<file path="config.mk">
export PLATFORM = sky130hd
export DESIGN_NAME = ysyx_25040105_ifu
export DESIGN_NICKNAME = d
export VERILOG_FILES = /design/src/rtl/ysyx_25040105_pkg.sv /design/src/rtl/ysyx_25040105_reg.sv /design/src/rtl/ysyx_25040105_ifu.sv
export SDC_FILE = /design/constraint.sdc
export NUM_CORES = 1
export LEC_CHECK = 0
export ABC_CLOCK_PERIOD_IN_PS = 3270
export CAP_MARGIN = 20
export CORE_ASPECT_RATIO = 0.75
export CORE_MARGIN = 2
export CORE_UTILIZATION = 44
export DETAILED_ROUTE_END_ITERATION = 8
export GPL_ROUTABILITY_DRIVEN = 0
export PLACE_DENSITY = 0.86
export SYNTH_ARGS = -nofsm -noshare
export SYNTH_HDL_FRONTEND = slang
export SYNTH_SLANG_ARGS = --single-unit
</file>
<file path="constraint.sdc">
create_clock -name clk -period 3.27 [get_ports clk]
set_clock_uncertainty 0.2 [all_clocks]
set_input_delay 0.4905 -clock clk [delete_from_list [all_inputs] [get_ports clk]]
set_output_delay 0.4905 -clock clk [all_outputs]
set_load 0.1 [all_outputs]
</file>
<file path="src/rtl/ysyx_25040105_pkg.sv">
// Shared definitions for the NPC instruction fetch unit.
package ysyx_25040105_pkg;

    localparam int unsigned XLEN = 32;
    localparam logic [XLEN-1:0] RESET_PC = 32'h8000_0000;

    // Fetch FSM: one instruction in flight from request to commit.
    typedef enum logic [1:0] {
        S_REQ      = 2'd0,
        S_WAIT_RSP = 2'd1,
        S_HOLD     = 2'd2,
        S_WAIT_NPC = 2'd3
    } fetch_state_e;

    // Word fetches need a 4-byte aligned PC.
    function automatic logic is_misaligned(input logic [XLEN-1:0] addr);
        return addr[1:0] != 2'b00;
    endfunction

endpackage

</file>
<file path="src/rtl/ysyx_25040105_reg.sv">
// Enabled register with parameterised width and reset value.
module ysyx_25040105_reg #(
    parameter int unsigned      Width    = 32,
    parameter logic [Width-1:0] ResetVal = '0
) (
    input  logic             clk,
    input  logic             rst_n,
    input  logic             en,
    input  logic [Width-1:0] d,
    output logic [Width-1:0] q
);

    // Load d when enabled; async reset to ResetVal.
    always_ff @(posedge clk or negedge rst_n) begin
        if (!rst_n) begin
            q <= ResetVal;
        end else if (en) begin
            q <= d;
        end
    end

endmodule

</file>
<file path="src/rtl/ysyx_25040105_ifu.sv">
// Instruction fetch unit: holds the PC, fetches one word per instruction and
// presents it to decode, then waits for commit to return the next PC.
module ysyx_25040105_ifu
    import ysyx_25040105_pkg::*;
(
    input  logic            clk,
    input  logic            rst_n,
    output logic            imem_req_valid,
    output logic [XLEN-1:0] imem_req_addr,
    input  logic            imem_req_ready,
    input  logic            imem_rsp_valid,
    input  logic [XLEN-1:0] imem_rsp_data,
    input  logic            imem_rsp_err,
    output logic            inst_valid,
    output logic [XLEN-1:0] inst,
    output logic [XLEN-1:0] inst_pc,
    output logic            inst_err,
    input  logic            inst_ready,
    input  logic            npc_valid,
    input  logic [XLEN-1:0] npc,
    output logic [XLEN-1:0] pc
);

    fetch_state_e state_q, state_d;
    // Registered request flag keeps imem_req_valid low while in reset.
    logic req_valid_q, req_valid_d;

    logic            pc_en;
    logic            cap_en;
    logic [XLEN-1:0] inst_d;
    logic            inst_err_d;

    // State and request-valid registers.
    always_ff @(posedge clk or negedge rst_n) begin
        if (!rst_n) begin
            state_q     <= S_REQ;
            req_valid_q <= 1'b0;
        end else begin
            state_q     <= state_d;
            req_valid_q <= req_valid_d;
        end
    end

    // Next-state and request-valid logic.
    always_comb begin
        state_d     = state_q;
        req_valid_d = req_valid_q;
        case (state_q)
            S_REQ: begin
                if (is_misaligned(pc)) begin
                    state_d     = S_HOLD;
                    req_valid_d = 1'b0;
                end else if (req_valid_q && imem_req_ready) begin
                    state_d     = S_WAIT_RSP;
                    req_valid_d = 1'b0;
                end else begin
                    req_valid_d = 1'b1;
                end
            end
            S_WAIT_RSP: begin
                if (imem_rsp_valid) begin
                    state_d = S_HOLD;
                end
            end
            S_HOLD: begin
                if (inst_ready) begin
                    state_d = S_WAIT_NPC;
                end
            end
            S_WAIT_NPC: begin
                if (npc_valid) begin
                    state_d = S_REQ;
                    // Raise the request straight away so the loop stays at 4 cycles.
                    req_valid_d = !is_misaligned(npc);
                end
            end
            default: begin
                state_d     = S_REQ;
                req_valid_d = 1'b0;
            end
        endcase
    end

    // Capture enables and data for the decode-facing registers.
    always_comb begin
        pc_en      = (state_q == S_WAIT_NPC) && npc_valid;
        cap_en     = 1'b0;
        inst_d     = '0;
        inst_err_d = 1'b0;
        if (state_q == S_REQ && is_misaligned(pc)) begin
            cap_en     = 1'b1;
            inst_err_d = 1'b1;
        end else if (state_q == S_WAIT_RSP && imem_rsp_valid) begin
            cap_en     = 1'b1;
            inst_d     = imem_rsp_err ? '0 : imem_rsp_data;
            inst_err_d = imem_rsp_err;
        end
    end

    ysyx_25040105_reg #(
        .Width   (XLEN),
        .ResetVal(RESET_PC)
    ) u_pc_reg (
        .clk  (clk),
        .rst_n(rst_n),
        .en   (pc_en),
        .d    (npc),
        .q    (pc)
    );

    ysyx_25040105_reg #(
        .Width   (XLEN),
        .ResetVal('0)
    ) u_inst_reg (
        .clk  (clk),
        .rst_n(rst_n),
        .en   (cap_en),
        .d    (inst_d),
        .q    (inst)
    );

    ysyx_25040105_reg #(
        .Width   (XLEN),
        .ResetVal(RESET_PC)
    ) u_inst_pc_reg (
        .clk  (clk),
        .rst_n(rst_n),
        .en   (cap_en),
        .d    (pc),
        .q    (inst_pc)
    );

    ysyx_25040105_reg #(
        .Width   (1),
        .ResetVal(1'b0)
    ) u_inst_err_reg (
        .clk  (clk),
        .rst_n(rst_n),
        .en   (cap_en),
        .d    (inst_err_d),
        .q    (inst_err)
    );

    assign imem_req_valid = req_valid_q;
    assign imem_req_addr  = pc;
    assign inst_valid     = (state_q == S_HOLD);

endmodule

</file>
==> flow_metrics.tcl <==
set metrics [dict create \
    grt_use_total 0.189 \
    period_minus_slack_ns 2.13 \
    routed_wl_um 9840 \
    path_clk_slew_ns 0.06 \
    fin_util 0.663 \
    tightest_slew_ns 0.555 \
    status "completed" \
    startpoint_type "flip-flop" \
    grt_pass1_vias 2836 \
    crit_slowest_cell "dfrtp_1" \
    drc_errors 0 \
    end_kind "flip-flop" \
    die_area_um2 10300 \
    worstHoldStart "u_inst_reg.q[11]" \
    ys_types 23 \
    cp.required_ns 3.29 \
    fmax_mhz 469 \
    viasPerCell 4.90 \
    drt-initial-drc-count 182 \
    r2r_slack_ns 1.14 \
    maxCapViolCount 0 \
    ys_warn_count 0 \
    crit_buf_inv 2 \
    slew_violations 0 \
    htree_levels 3 \
    cts_buffer_depth 2 \
    initial_core_util 0.458 \
    reg2reg_to "u_inst_pc_reg.q[2]" \
    setup_viol 0 \
    tns_ns 0 \
    portBuffers 201 \
    final_antenna_net_count 0 \
    period_share 0.652 \
    nets 520 \
    postSynthAreaPerCell_um2 15.5 \
    min_path_cells 1 \
    syn_nets 347 \
    critPathArrivalTime_ns 2.15 \
    clock_latency_ns 0.33 \
    max_stage_delay_ns 0.38 \
    worstSetupPathType "flip-flop to flip-flop" \
    cp_num_cells 6 \
    seq_area_frac_synth 0.598 \
    holdWs_ns 0.308 \
    die_w_um 117 \
    cpLargestDelayFamily "buffers and inverters" \
    wire_per_inst_um 17.1 \
    antenna_found_initial 0 \
    syn_to_final_growth_pct 44.9 \
    grt_max_degree 66 \
    cts_tree "built" \
    r2r_start "state_q[0]" \
    rsz0062_at_grt "false" \
    vias 2830 \
    ys_ff_latch 100 \
    hp-class "flip-flop to flip-flop" \
    dr.pass1.iters 4 \
    grt_overflow 0 \
    fin_ws_ns 1.14 \
    cts_buffers 9 \
    ios 202 \
    finalHoldViolations 0 \
    cts.sinks 100 \
    holdPathEnd "u_inst_reg.q[11]" \
    max-slew-margin-rel 0.630 \
    drive_gt1_frac 0.494 \
    core_area_um2 9160 \
    die_h_um 88.5 \
    netlist_area_um2 4190 \
    hpwl_um 7250 \
    syn_inst 271 \
    crit_chain "inv_1 > ha_1 > o21a_4 > a21oi_4 > buf_12 > mux2_2" \
    grt_pass1_wl_um 15100 \
    rows 30 \
    pre_cts_slack_ns 1.06 \
    diodes 0 \
    crit_fanout 65 \
    root_buffer "clkbuf_16" \
    cts_setup_buffers 0 \
    reg2reg_depth 6 \
]
-- cells in the mapped netlist --
| master | instances | area share |
|---|---|---|
| o21a_4 | 1 | 0.0036 |
| inv_1 | 3 | 0.0027 |
| mux2_1 | 1 | 0.0027 |
| nor2_1 | 3 | 0.0027 |
| nor2b_1 | 3 | 0.0045 |
| ha_1 | 5 | 0.015 |
| a22o_1 | 32 | 0.067 |
| a2111oi_4 | 1 | 0.0066 |
| nand2_1 | 3 | 0.0027 |
| buf_2 | 6 | 0.0072 |
| a21oi_4 | 1 | 0.0039 |
| a211oi_2 | 1 | 0.0030 |
| buf_6 | 1 | 0.0027 |
| o21ai_0 | 1 | 0.0012 |
| buf_12 | 2 | 0.0096 |
| dfrtp_1 | 98 | 0.59 |
| mux2_2 | 47 | 0.13 |
| mux2_4 | 17 | 0.061 |
| a21oi_1 | 2 | 0.0024 |
| dfstp_2 | 2 | 0.013 |
| buf_4 | 36 | 0.064 |
| nor3_4 | 1 | 0.0039 |
| mux2i_1 | 4 | 0.0096 |
-- kinds of logic (layout without fill, tap and decap cells) --
kind of cell             count (synthesis)  after routing  share of synthesized area
buffers and inverters                   48            226                     0.0866
adder cells (fa/ha/maj)                  5              5                     0.0149
flip-flops                             100            100                      0.598
AND/OR/NAND/NOR                         10             10                     0.0137
AO/OA/AOI/OAI                           39             39                     0.0875
multiplexers                            69             69                      0.199
-- area by class of cell --
type	instances	area [µm²]
clock buffers	11	233
fillers	701	3090
well taps	128	160
flip-flops and latches	100	2500
inverters	3	11.3
clock inverters	5	85.1
multi-input cells	123	1320
repair buffers	207	1750
-- through the flow --
| stage | instance area (µm²) | cells |
|---|---|---|
| 3_5_place_dp | 5740 | 560 |
| 5_1_grt | 6070 | 577 |
| 2_1_floorplan | 4190 | 271 |
| 6_report | 6070 | 577 |
| 4_1_cts | 6070 | 577 |
| 3_3_place_gp | 5740 | 560 |
-- worst max path at each step --
stage	start	slack (ns)	endpoint
2_1_floorplan	state_q[0]	0.96	state_q[1]
5_1_grt	state_q[0]	1.06	u_inst_pc_reg.q[0]
3_3_place_gp	imem_rsp_valid	1.09	u_inst_pc_reg.q[2]
4_1_cts	state_q[0]	1.12	inst_valid
3_5_place_dp	imem_rsp_valid	1.06	u_inst_pc_reg.q[7]
6_report	state_q[0]	1.14	u_inst_pc_reg.q[2]
-- placed cells by master (no fill, tap or decap) --
master	netlist	routed
a2111oi_4	1	1
a211oi_2	1	1
a21oi_1	2	2
a21oi_4	1	1
a22o_1	32	32
buf_12	2	2
buf_4	36	135
bufinv_16	0	2
clkbuf_1	0	2
clkbuf_16	0	9
clkdlybuf4s50_1	0	69
clkinv_4	0	1
clkinvlp_4	0	1
dfrtp_1	98	98
dfstp_2	2	2
dlygate4sd3_1	0	1
ha_1	5	5
inv_1	3	3
inv_6	0	1
mux2_1	1	1
mux2_2	47	47
mux2_4	17	17
mux2i_1	4	4
nand2_1	3	3
nor2_1	3	3
nor2b_1	3	3
nor3_4	1	1
o21a_4	1	1
o21ai_0	1	1
-- routing by layer --
layer	vias up	GRT usage	share of wire
met4	0	0.0417	0.0058
met5	-	0	0
met3	7	0.0541	0.072
met2	121	0.318	0.50
li1	1276	-	-
met1	1426	0.247	0.42
-- flip-flops by register name, summed over array words and instances, names as in the netlist --
name and count:
u_pc_reg.q 32, u_inst_err_reg.q 1, imem_req_valid 1, u_inst_pc_reg.q 32
u_inst_reg.q 32, state_q 2
-- what timing repair did --
| action | 4_1_cts | 5_1_grt |
|---|---|---|
| hold endpoints to repair | 42 | 0 |
| hold buffers | 1 | 0 |
| gates resized for setup | 0 | 0 |
Power is left out: the tool's default activity adds up to more than one toggle a clock period on the data nets, which glitch-free logic cannot reach.
